`src/rtl/rr_mux_arbiter.sv`:
```
// ---------------------------------------------------------------------------
// rr_mux_arbiter
//
// Purpose:
//   Four-way round-robin arbiter fused with a 4:1 data multiplexer and a
//   one-entry registered output stage. Each cycle the output register can
//   take a new word (when empty or being drained). When it can, one valid
//   requester is granted. The grant is chosen by searching from the requester
//   after the last one granted. The granted word reaches out_data on the next
//   rising edge.
//
// Ports:
//   clk        in   1      single clock, rising-edge
//   rst        in   1      synchronous active-high reset
//   d0..d3     in   WIDTH  requester data channels 0..3
//   req_valid  in   4      bit i: requester i presents data
//   req_ready  out  4      bit i: requester i transfers this cycle (comb.)
//   out_ready  in   1      downstream accepts out_data this cycle
//   out_valid  out  1      registered: out_data holds a valid word
//   out_data   out  WIDTH  registered selected data word
//   out_sel    out  2      registered index of the source of out_data
//
// Configuration:
//   RR_MUX_PRIORITY0_EN  when defined, requester 0 wins whenever it is
//                        valid. Requesters 1..3 share the remaining cycles
//                        round-robin. The pointer only tracks grants to 1..3.
// ---------------------------------------------------------------------------
module rr_mux_arbiter #(
    parameter int WIDTH = 4
) (
    input  logic             clk,
    input  logic             rst,
    input  logic [WIDTH-1:0] d0,
    input  logic [WIDTH-1:0] d1,
    input  logic [WIDTH-1:0] d2,
    input  logic [WIDTH-1:0] d3,
    input  logic [3:0]       req_valid,
    output logic [3:0]       req_ready,
    input  logic             out_ready,
    output logic             out_valid,
    output logic [WIDTH-1:0] out_data,
    output logic [1:0]       out_sel
);

    // Round-robin pointer: index of the most recently granted requester.
    // It resets to 3 so the first search starts at requester 0.
    logic [1:0]       last_grant;

    // The output register can accept a word when it is empty or is being
    // drained during the same cycle.
    logic             load_en;

    // Arbitration results for the current cycle.
    logic [3:0]       grant;
    logic [1:0]       grant_idx;
    logic             grant_any;
    logic [WIDTH-1:0] sel_data;

    assign load_en = !out_valid || out_ready;

`ifdef RR_MUX_PRIORITY0_EN
    // Requester 0 preempts the rotation. When it is absent, the rotation
    // runs over 1..3 only. Bit 0 is masked out, and the pointer is never
    // left at 0 by a priority grant.
    logic [3:0] rr_valid;
    logic [1:0] rr_idx;
    logic       rr_any;

    assign rr_valid = {req_valid[3:1], 1'b0};

    always_comb begin
        rr_idx = 2'd0;
        rr_any = 1'b0;
        for (int k = 1; k <= 4; k++) begin
            if (!rr_any && rr_valid[last_grant + 2'(k)]) begin
                rr_idx = last_grant + 2'(k);
                rr_any = 1'b1;
            end
        end
    end

    always_comb begin
        if (req_valid[0]) begin
            grant_idx = 2'd0;
            grant_any = 1'b1;
        end else begin
            grant_idx = rr_idx;
            grant_any = rr_any;
        end
    end
`else
    // Plain round-robin: the search visits last_grant+1, +2, +3 and +4,
    // modulo 4, and stops at the first requester presenting data.
    // The 2-bit wraparound provides the modulo for free.
    always_comb begin
        grant_idx = 2'd0;
        grant_any = 1'b0;
        for (int k = 1; k <= 4; k++) begin
            if (!grant_any && req_valid[last_grant + 2'(k)]) begin
                grant_idx = last_grant + 2'(k);
                grant_any = 1'b1;
            end
        end
    end
`endif

    // Expand the encoded winner to a one-hot grant vector.
    always_comb begin
        grant = 4'b0000;
        if (grant_any) begin
            grant[grant_idx] = 1'b1;
        end
    end

    // Ready is only offered when the output register can take the word, and
    // never during reset, so a reset cycle reports no transfer.
    always_comb begin
        req_ready = 4'b0000;
        if (!rst && load_en) begin
            req_ready = grant;
        end
    end

    // Data steering: a plain 4:1 selection indexed by the encoded grant.
    always_comb begin
        case (grant_idx)
            2'd0:    sel_data = d0;
            2'd1:    sel_data = d1;
            2'd2:    sel_data = d2;
            default: sel_data = d3;
        endcase
    end

    // Output register and pointer. When the register is stalled, state is
    // frozen and req_valid is ignored. When it can load but nobody
    // requests, it empties while keeping the last data, sel and pointer.
    always_ff @(posedge clk) begin
        if (rst) begin
            out_valid  <= 1'b0;
            out_data   <= '0;
            out_sel    <= 2'd0;
            last_grant <= 2'd3;
        end else if (load_en) begin
            if (grant_any) begin
                out_valid <= 1'b1;
                out_data  <= sel_data;
                out_sel   <= grant_idx;
`ifdef RR_MUX_PRIORITY0_EN
                if (grant_idx != 2'd0) begin
                    last_grant <= grant_idx;
                end
`else
                last_grant <= grant_idx;
`endif
            end else begin
                out_valid <= 1'b0;
            end
        end
    end

endmodule

```
`config.mk`:
```
export PLATFORM = sky130hd
export DESIGN_NAME = rr_mux_arbiter
export DESIGN_NICKNAME = d
export VERILOG_FILES = /design/src/rtl/rr_mux_arbiter.sv
export SDC_FILE = /design/constraint.sdc
export NUM_CORES = 1
export LEC_CHECK = 0
export ABC_AREA = 1
export CORE_MARGIN = 8
export CORE_UTILIZATION = 37
export DETAILED_ROUTE_END_ITERATION = 16
export GPL_ROUTABILITY_DRIVEN = 0
export PLACE_DENSITY = 0.82
export RECOVER_POWER = 50
export SLEW_MARGIN = 10
export SYNTH_ARGS = -nofsm -noshare
export SYNTH_HDL_FRONTEND = slang
export SYNTH_SLANG_ARGS = --single-unit
```
`constraint.sdc`:
```
create_clock -name clk -period 1.9 [get_ports clk]
set_input_delay 0.475 -clock clk [delete_from_list [all_inputs] [get_ports clk]]
set_output_delay 0.475 -clock clk [all_outputs]
set_load 0.05 [all_outputs]
```
==> run_results.csv <==
group,metric,value,unit
run_status,outcome,"finished with violations",
run_status,failed_checks,"negative setup slack",
sta,setup_ws,-0.577,ns
global_route,grt_max_degree,12,
sta,fmax,0.404,GHz
job,cap_violations,0,
clocking,h-tree-depth,1,
floorplan,io_pins,34,
clocking,clock_latency,0.25,ns
routing,ant_nets,0,
sta,tightest_slew,0.613,ns
routing,vias,1123,
routing,drcViolationCount,0,
clocking,clk_pin_slew_worst_paths,0.05,ns
clocking,cts_hold_buffers,0,
floorplan,start_util,39.7,%
worst_setup_path,required,1.42,ns
worst_setup_path,cp.arrival,2.00,ns
cells_and_area,area_growth,94.8,%
logic_synthesis,synth_cell_types,21,
min_path,hp-class,"flip-flop to flip-flop",
worst_setup_path,critical-path-max-stage-delay,0.42,ns
routing,vias_per_cell,5.10,
routing,drt_first_pass_iters,4,
clocking,cts_root_buf,"clkbuf_4",
sta,report.final.slew_viol_count,0,
pwr,p_per_area,2290,mW/mm2
clocking,cts_tree,"yes",
logic_synthesis,yosys_warnings,0,
clocking,clk_path_buf_depth,2,
worst_setup_path,cp-end-kind,"primary output",
logic_synthesis,async_flop_share,0,%
clocking,cts_num_sinks,9,
pwr,ir_drop,1.25,mV
sta,min_period,2.48,ns
sta,rsz0062_at_grt,"yes",
global_route,antenna_found_initial,0,
place,dp_slack,-0.725,ns
worst_setup_path,cp_cell_sequence,"inv_8 -> nand2_4 -> nand2_1 -> nand2_2 -> buf_4 -> a21oi_1 -> a21oi_1 -> nand2_1 -> nand2_2 -> inv_4 -> buf_6 -> nor3_4 -> buf_12",
logic_synthesis,synth.largest_area_cell,"dfxtp_1",
logic_synthesis,synth_area,796,um2
routing,drtIter0Drc,39,
sta,setup_viol,8,
clocking,cts_made_buffers,3,
global_route,grt_pass1_vias,1070,
floorplan,core-area,0.00200,mm2
cells_and_area,multi_input_area,648,um2
global_route,grt_pass1_wl,4910,um
place,portBuffers,33,
logic_synthesis,synth_edf_count,0,
pwr,leakage,0.728,nW
sta,min_period_over_period,130,%
logic_synthesis,syn_inst,130,
worst_setup_path,critPathSlowestCell,"dfxtp_4",
cells_and_area,regArea,185,um2
routing,routed_wl,3370,um
logic_synthesis,ys.flop_type,"dfxtp_1",
cells_and_area,drive_above_1_share,48.7,%
logic_synthesis,syn_nets,153,
worst_setup_path,critPathKind,"flip-flop to primary output",
cells_and_area,fin_nets,217,
worst_setup_path,crit_fanout,8,
logic_synthesis,ys_ff_latch,9,
cells_and_area,n_fill_cell,152,
logic_synthesis,avgSynthCellArea,6.12,um2
sta,fin_skew,0.00112,ns
global_route,grt_usage,15.3,%
floorplan,num_rows,16,
logic_synthesis,ys_top_cells_by_area,"dfxtp_1 (23%), nand2_1 (18%), nand2_2 (11%)",
logic_synthesis,synth_top_area_share,22.6,%
worst_setup_path,crit_path_start_kind,"flip-flop",
routing,wl_per_cell,15.3,um
sta,slew_headroom,59.3,%
floorplan,die_h,62.4,um
cells_and_area,diodes,0,
floorplan,die-area,0.00389,mm2
floorplan,die_w,62.4,um
place,dp_hpwl,2290,um
logic_synthesis,seq_area_frac_synth,22.6,%
sta,hold_ws,0.471,ns
global_route,grt_overflow,0,
sta,hold_viol_final,0,
==> layout by cell type (no fill, tap or decap) <==
cell / netlist / final
nor2_4: 1 / 2
buf_6: 3 / 7
clkdlybuf4s15_1: 0 / 2
nand2_1: 38 / 24
o211ai_1: 2 / 2
dfxtp_4: 0 / 1
inv_4: 0 / 1
inv_1: 10 / 10
nand3_1: 17 / 15
o21ai_1: 4 / 4
a21oi_1: 8 / 7
clkbuf_4: 0 / 3
nand2_2: 14 / 24
inv_2: 5 / 4
nor3_4: 0 / 3
clkbuf_2: 0 / 1
dfxtp_1: 9 / 7
clkbuf_1: 1 / 6
buf_4: 0 / 26
nand3_2: 2 / 2
a21oi_2: 4 / 5
clkdlybuf4s50_1: 0 / 18
dlygate4sd2_1: 0 / 1
dfxtp_2: 0 / 1
inv_8: 0 / 1
nor2_2: 2 / 2
nand2_4: 0 / 4
nor4_4: 0 / 1
nand3_4: 0 / 2
o21ai_0: 2 / 2
nor2_1: 2 / 1
buf_12: 0 / 4
==> power by group <==
part	switching [mW]	total (mW)	internal (mW)
registers	0.0682	0.334	0.266
logic	1.80	3.08	1.28
clock network	0.0591	0.140	0.0804
==> Yosys cell counts (2+ instances only) <==
cell type   n
nand2_2    14
o21ai_1     4
dfxtp_1     9
a21oi_1     8
inv_2       5
o21ai_0     2
nor3_1      3
o211ai_1    2
a21oi_2     4
nor2_1      2
nand2_1    38
nor2_2      2
nand3_2     2
nand3_1    17
inv_1      10
buf_6       3
==> metrics by stage <==
step / util, % / instances / setup TNS [ns] / cell area [um2] / total power [mW]
final: 77.4 / 220 / -2.84 / 1550 / 3.56
after global placement: 67.8 / 205 / -5.87 / 1360 / 2.78
after detailed placement: 67.8 / 205 / -6.65 / 1360 / 2.88
after global routing: 77.4 / 220 / -3.91 / 1550 / 3.76
after floorplan: - / 130 / -0.972 / 868 / 2.05
after CTS: 74.9 / 218 / -2.42 / 1500 / 3.28
==> kinds of logic after synthesis <==
| family | after synthesis | synth area share, % |
|---|---|---|
| buffers and inverters | 21 | 13.5 |
| AND/OR/NAND/NOR | 80 | 48.7 |
| flip-flops | 9 | 22.6 |
| AO/OA/AOI/OAI | 20 | 15.1 |
==> final timing paths <==
kind | from | to | slack (ns) | cells after the start
max reg2reg | last_grant[0]$_SDFFE_PP1P_ | out_data[0]$_SDFFE_PP0P_ | -0.18 | 15
min | out_sel[0]$_SDFFE_PP0P_ | out_sel[0]$_SDFFE_PP0P_ | 0.47 | 2
max | last_grant[0]$_SDFFE_PP1P_ | req_ready[1] | -0.58 | 13
min reg2reg | out_sel[0]$_SDFFE_PP0P_ | out_sel[0]$_SDFFE_PP0P_ | 0.47 | 2
==> sequential cells by signal (all words and copies together), names as in the netlist <==
name / flops
out_data: 4
last_grant: 2
out_valid: 1
out_sel: 2
==> worst max-delay path: cells and delay by family (launching register included) <==
kind | cells | cell delay, ns
flops | 1 | 0.42
buf+inv | 5 | 0.52
compound gates | 2 | 0.16
simple gates | 6 | 0.64
==> timing repair <==
item | CTS | global route
pin swaps | 15 | 8
setup buffers | 9 | 2
setup endpoints to repair | 12 | 12
gates resized for setup | 21 | 16
==> per-layer routing <==
layer / share of wire, % / vias to the layer above / global-route usage (%)
li1: - / 547 / -
met1: 39 / 529 / 16.8
met2: 54 / 35 / 27.8
met3: 4.8 / 12 / 2.69
met4: 2.7 / 0 / 6.84
met5: 0 / - / 0
==> area by class of cell <==
cell class	count	share of cell area (%)
clock buffers	4	1.69
multi-input cells	100	41.8
well taps	27	2.18
repair buffers	64	37.9
inverters	16	4.52
flip-flops and latches	9	11.9
(Power assumes the default switching activity.)
